### src/rtl/controlador_bus.sv
// Round-robin register-to-register transfer sequencer for the shared 8-bit bus.
// Optional CONTROLADOR_BUS_SKIPSELF_EN: src == dst transfers skip DRIVE/LATCH.
module controlador_bus #(
  parameter int unsigned NREG = 4,
  parameter int unsigned NREQ = 2
) (
  input  logic              clk,
  input  logic              rst,
  input  logic [NREQ-1:0]   req,
  input  logic [2*NREQ-1:0] src,
  input  logic [2*NREQ-1:0] dst,
  output logic [NREQ-1:0]   grant,
  output logic [NREQ-1:0]   done,
  output logic [NREG-1:0]   load,
  output logic [NREG-1:0]   save,
  output logic              busy
);

  localparam int unsigned PtrW = (NREQ > 1) ? $clog2(NREQ) : 1;
  localparam logic [PtrW-1:0] PtrRst = PtrW'(NREQ - 1);

  localparam logic [1:0] StIdle  = 2'd0;
  localparam logic [1:0] StDrive = 2'd1;
  localparam logic [1:0] StLatch = 2'd2;
  localparam logic [1:0] StDone  = 2'd3;

  logic [1:0]      state_q, state_d;
  logic [PtrW-1:0] ptr_q, ptr_d;
  logic [1:0]      src_q, src_d;
  logic [1:0]      dst_q, dst_d;
  logic [NREQ-1:0] grant_q, grant_d;
  logic [NREQ-1:0] done_q, done_d;
  logic [NREG-1:0] load_q, load_d;
  logic [NREG-1:0] save_q, save_d;
  logic            busy_q, busy_d;

  logic            found;
  logic [PtrW-1:0] win;
  logic [PtrW-1:0] cand;
  logic [1:0]      win_src;
  logic [1:0]      win_dst;

  // Indices at or above NREG match no bit, so the enable stays all-zero.
  function automatic logic [NREG-1:0] dec(input logic [1:0] idx);
    logic [NREG-1:0] oh;
    oh = '0;
    for (int unsigned r = 0; r < NREG; r++) begin
      oh[r] = (idx == 2'(r));
    end
    return oh;
  endfunction

  // Priority starts one past the last winner and wraps.
  always_comb begin
    found   = 1'b0;
    win     = ptr_q;
    cand    = ptr_q;
    win_src = '0;
    win_dst = '0;
    for (int unsigned i = 1; i <= NREQ; i++) begin
      cand = PtrW'((32'(ptr_q) + i) % NREQ);
      if (!found && req[cand]) begin
        found = 1'b1;
        win   = cand;
      end
    end
    for (int unsigned j = 0; j < NREQ; j++) begin
      if (win == PtrW'(j)) begin
        win_src = src[2*j +: 2];
        win_dst = dst[2*j +: 2];
      end
    end
  end

  always_comb begin
    state_d = state_q;
    ptr_d   = ptr_q;
    src_d   = src_q;
    dst_d   = dst_q;
    grant_d = '0;
    done_d  = '0;
    load_d  = '0;
    save_d  = '0;
    unique case (state_q)
      StIdle: begin
        if (found) begin
          ptr_d          = win;
          src_d          = win_src;
          dst_d          = win_dst;
          grant_d[win]   = 1'b1;
`ifdef CONTROLADOR_BUS_SKIPSELF_EN
          if (win_src == win_dst) begin
            state_d     = StDone;
            done_d[win] = 1'b1;
          end else begin
            state_d = StDrive;
            load_d  = dec(win_src);
          end
`else
          state_d = StDrive;
          load_d  = dec(win_src);
`endif
        end
      end
      StDrive: begin
        state_d = StLatch;
        load_d  = dec(src_q);
        save_d  = dec(dst_q);
      end
      StLatch: begin
        state_d       = StDone;
        done_d[ptr_q] = 1'b1;
      end
      StDone: begin
        state_d = StIdle;
      end
      default: begin
        state_d = StIdle;
      end
    endcase
    busy_d = (state_d != StIdle);
  end

  always_ff @(posedge clk) begin
    if (rst) begin
      state_q <= StIdle;
      ptr_q   <= PtrRst;
      src_q   <= '0;
      dst_q   <= '0;
      grant_q <= '0;
      done_q  <= '0;
      load_q  <= '0;
      save_q  <= '0;
      busy_q  <= 1'b0;
    end else begin
      state_q <= state_d;
      ptr_q   <= ptr_d;
      src_q   <= src_d;
      dst_q   <= dst_d;
      grant_q <= grant_d;
      done_q  <= done_d;
      load_q  <= load_d;
      save_q  <= save_d;
      busy_q  <= busy_d;
    end
  end

  assign grant = grant_q;
  assign done  = done_q;
  assign load  = load_q;
  assign save  = save_q;
  assign busy  = busy_q;

endmodule
### config.mk
export PLATFORM = sky130hd
export DESIGN_NAME = controlador_bus
export DESIGN_NICKNAME = d
export VERILOG_FILES = /design/src/rtl/controlador_bus.sv
export SDC_FILE = /design/constraint.sdc
export NUM_CORES = 1
export LEC_CHECK = 0
export CORE_ASPECT_RATIO = 0.8
export CORE_UTILIZATION = 47
export DETAILED_ROUTE_END_ITERATION = 10
export PLACE_DENSITY = 0.86
export SLEW_MARGIN = 20
export SYNTH_ARGS = -nofsm -noshare
export SYNTH_HDL_FRONTEND = slang
export SYNTH_SLANG_ARGS = --single-unit
export TNS_END_PERCENT = 100
### constraint.sdc
create_clock -name clk -period 3 [get_ports clk]
set_input_delay 0.45 -clock clk [delete_from_list [all_inputs] [get_ports clk]]
set_output_delay 0.45 -clock clk [all_outputs]
set_load 0.05 [all_outputs]
# Word level (Yosys, flattened, before mapping)
# Index checks and enable logic that the tools add are counted.
# word_totals
register_bits	20
latch_bits	0
ramBits	0
rom_bits	0
in_bits	12
mem_count	0
# classes
addsub	2
mul	0
div_mod_pow	0
n_lt_le_gt_ge	6
n_eq_ne	12
n_shift	0
mux	18
bitwise_logic	4
reduce_logical	13
# ops
operator	count
$eq 2x2->1 const B	8
$mux 1	10
$eq 2x1->1 const B	4
$logic_not 2->1	4
$lt 1x2->1 const B	4
$pmux 2 s4	1
$pmux 4 s2	1
$mux 2	3
$mux 4	1
$not 1->1	4
$reduce_or 2->1	2
$logic_and 1x1->1	3
$reduce_or 3->1	1
$add 1x1->1 const B	2
$demux 1 s1	2
$ge 1x1->1 const B	2
$reduce_and 2->1	1
$reduce_bool 2->1	1
$logic_not 1->1	1

# Longest topological paths before layout
# depth
ltp_word	11
mapped_depth	5

# Least setup slack after synthesis
# OpenSTA, ideal clock, no wires.
# synth_timing
kind	input port to flip-flop
start	in req[1]
end	reg load_q[3] (netlist: load[3])
setup_time_ns	0.117
t_arrival_ns	1.329
slack_ns	1.553
stages	4
n_path_buf	0
cell_sequence	nor2b_4 -> a21oi_4 -> mux2_2 -> a32o_1
# synth_between
elab_chain_cells	10
elab_cells_between_ends	14
cone_classes	1 x eq/ne; 11 x mux; 2 x reduce/logical
# synth_lines
item	line_no	rtl
start: declaration	9	input logic [NREQ-1:0] req,
$mux 1 (not written as such) (2 in series)	62	if (!found && req[cand]) begin
$mux 1	62	
$logic_not 1->1	62	
$logic_and 1x1->1	62	
$mux 1	62	
$mux 2	68	if (win == PtrW'(j)) begin
$eq 2x2->1	48	oh[r] = (idx == 2'(r));
$mux 4 *	86	if (found) begin
$pmux 4 s2 *	84	unique case (state_q)
end signal: assignment	142	load_q <= load_d;
end: declaration	33	logic [NREG-1:0] load_q, load_d;
# Every way passes the cells marked *; elsewhere a longest branch is shown, timed or not. The select of a mux whose other input is x is not followed.
# A chain may end at the register's enable or synchronous reset.

# Worst setup path in the final report
# layout_timing
start	reg load_q[2] (netlist: load[2])
end	out load[2]
# layout_rtl
item	line_no	rtl
end: declaration	14	output logic [NREG-1:0] load,
# No word-level cell between the ends.

==> key figures <==
Critical path
  • Setup CP Type: reg2out
  • Crit-path slowest cell: clkdlybuf4s50_1
  • Max Fanout on Critical Path: 1
  • Crit path launch type: flop
  • Slowest stage delay, CP: around 0.80 ns
  • Worst setup EP type: output port
  • Crit path buf inv count: 1
  • Worst path required time: ~2.6 ns
  • Family with the most delay on the worst path: buffers and inverters
  • Crit path cell chain: clkdlybuf4s50_1
  • WP data arrival: approximately 1.4 ns

Global route
  • Vias in the first global route: 626
  • GRT Util Overall: 22.4%
  • First-pass GRT wire length: roughly 2700 µm
  • Pin count of the biggest net entering global routing: 12
  • Initial antenna violation count: 0
  • Grt ovf: 0

Clock tree
  • Clock Sinks: 20
  • H-tree Lvls: 1
  • TritonCTS clock tree: done
  • Skew-Pair Late Insertion Delay: 0.30 ns
  • Total setup buffers inserted after CTS: 0
  • Post-cts repair resize count: 0
  • Number of CTS-inserted buffers: 3
  • Reg clk slew, reported paths: 0.11 ns
  • Root Driver: clkbuf_4
  • Clock buffer depth: 2
  • # hold bufs at CTS: 0

Job
  • Max Cap Violations: 0

Floorplanning
  • Die area: 0.00187 mm²
  • Die width: 48.1 µm
  • Cell Rows: 12
  • Top Ports: 25
  • Die extent in y: between 30 and 40 µm
  • Initial Util: a little over half
  • Core Region: roughly 0.0015 mm²

Placed design
  • PortBufs: 24
  • Gpl congestion: 0.760
  • DP HPWL: 1250 µm
  • Placed cell area: 0.00106 mm²

Logic synthesis
  • YS warnings: 0
  • Cell Area, Synth: roughly 800 µm²
  • Synth Area in Simple Gates: about 18%
  • Syn_nets: between 90 and 100
  • Synth Area in Compound Gates: approximately 18%
  • Part of the Yosys area used for sequential elements: between 50% and 60%
  • Post-Syn Instances: 77
  • Synthesized flop and latch total: 20
  • Adder-cell share of the synthesized area: 6.26%
  • XOR/XNOR share of the synthesized area: 0%
  • Average size of a mapped cell: between 10 and 15 µm²
  • Main combinational cell family by area after synthesis: compound AO/OA/AOI/OAI gates
  • Mux share of post-synthesis cell area: under 10%
  • Distinct cell type count after synthesis: 28

Timing
  • Setup violations, final: 0
  • Final period util: ~63%
  • Setup TNS: 0 ns
  • RSZ-0062 raised after global routing: no
  • Normalized max-slew margin: between 60% and 70%
  • Slew Limit Fails: 0
  • Layout Skew: about 0.0036 ns
  • Tmin final: 1.88 ns
  • Max Freq: ~0.53 GHz
  • Least-Margin Pin Slew: 0.495 ns
  • Hold Vio Cnt, Final: 0

Power
  • Total power: between 0.9 and 1 mW
  • Maximum vdd drop: 0.595 mV
  • Pwr dens: 895 mW/mm²
  • Leak pwr: 0.455 nW

Cells and area
  • Area Overhead vs Synth: 37.2%
  • Diodes inserted: 0
  • Post-route cell area: 0.00110 mm²
  • Fraction of layout cells with a size suffix above 1: approximately an eighth
  • Final nets: 121
  • Fillers: roughly 100

Detailed routing
  • Post-DR vias/cell: between 5 and 6
  • WL final: ~1600 µm
  • Wire length per cell: approximately 13 µm
  • Via count: 644
  • First-pass DRT Iterations: 2
  • Starting DRT DRC Count: 6
  • DRC viols: 0
  • Detail Route Antenna Nets: 0

Worst hold path
  • Hold Crit Class: reg2reg

Status
  • Outcome: completed
==> placed cells by master, fill, tap and decap left out, drive strengths merged, types with 2 or more instances in the layout <==
cell type	synthesis	routed
clkdlybuf4s50	0	24
nor3	3	3
ha	4	4
nand2	5	5
dfxtp	20	20
clkbuf	0	4
nor3b	2	2
and3	3	3
mux2i	3	3
o32ai	2	2
nor2	9	9
inv	5	5
nor2b	3	3
a211oi	5	5
==> where the power goes <==
group | internal [mW] | switching [mW]
Clock | 0.0741 | 0.0794
Combinational | 0.171 | 0.265
Sequential | 0.337 | 0.0554
==> cells in the mapped netlist (all sizes together) <==
master | n | share of area (%)
o21ai | 1 | 0.63
inv | 5 | 2.3
ha | 4 | 6.3
dfxtp | 20 | 50
nor2b | 3 | 3.3
o211a | 1 | 1.3
buf | 1 | 0.63
or2 | 1 | 0.78
mux2 | 1 | 1.4
nand3 | 1 | 0.63
o32ai | 2 | 2.2
and3 | 3 | 2.7
nor2 | 9 | 4.2
a211oi | 5 | 5.3
nor3 | 3 | 1.9
nor3b | 2 | 1.9
a32o | 1 | 1.3
nand2 | 5 | 2.3
a21oi | 1 | 2.0
o211ai | 1 | 0.94
o21a | 1 | 0.94
a21bo | 1 | 1.3
o22ai | 1 | 0.78
a22o | 1 | 1.3
mux2i | 3 | 3.8
==> cell families after synthesis <==
group | count (synthesis)
AND/OR/NAND/NOR | 27
flip-flops | 20
AO/OA/AOI/OAI | 16
buffers and inverters | 6
multiplexers | 4
adder cells (fa/ha/maj) | 4
==> final timing paths <==
path                   to  slack, ns  cells past startpoint  startpoint
setup / recovery  load[2]       1.12                      1     load[2]
hold / removal    save[1]       0.47                      1    dst_q[1]
setup reg to reg  load[3]       1.42                      4       ptr_q
hold reg to reg   save[1]       0.47                      1    dst_q[1]
==> final cells by class <==
cell class	instances	area [µm²]	share of cell area, %
Clock buffer	4	36.3	3.31
Inverter	5	18.8	1.71
Multi-Input combinational cell	51	375	34.2
Sequential cell	20	400	36.5
Tap cell	21	26.3	2.39
Timing Repair Buffer	24	240	21.9
==> sequential cells by signal, summed over array words and instances, names as in the netlist <==
| signal | count |
|---|---|
| load | 4 |
| ptr_q | 1 |
| busy | 1 |
| dst_q | 2 |
| done | 2 |
| grant | 2 |
| save | 4 |
| state_q | 2 |
| src_q | 2 |
==> routing by layer <==
| layer | up-vias | global-route usage (%) | share of wire (%) |
|---|---|---|---|
| met2 | 16 | 36.1 | 49 |
| met3 | 4 | 8.41 | 4.5 |
| met5 | - | 0 | 0 |
| li1 | 330 | - | - |
| met1 | 294 | 26.0 | 45 |
| met4 | 0 | 10.4 | 1.3 |
==> metrics by stage <==
step | util [%] | cells | worst slack, ns | hold WS (ns)
5_1_grt | 73.8 | 125 | 1.04 | 0.502
2_1_floorplan | - | 77 | 1.55 | 0.429
3_5_place_dp | 71.4 | 121 | 0.876 | 0.456
4_1_cts | 73.8 | 125 | 1.09 | 0.482
6_report | 73.8 | 125 | 1.12 | 0.475
3_3_place_gp | 71.4 | 121 | 0.934 | 0.449
Power figures use the tool's default switching activity.
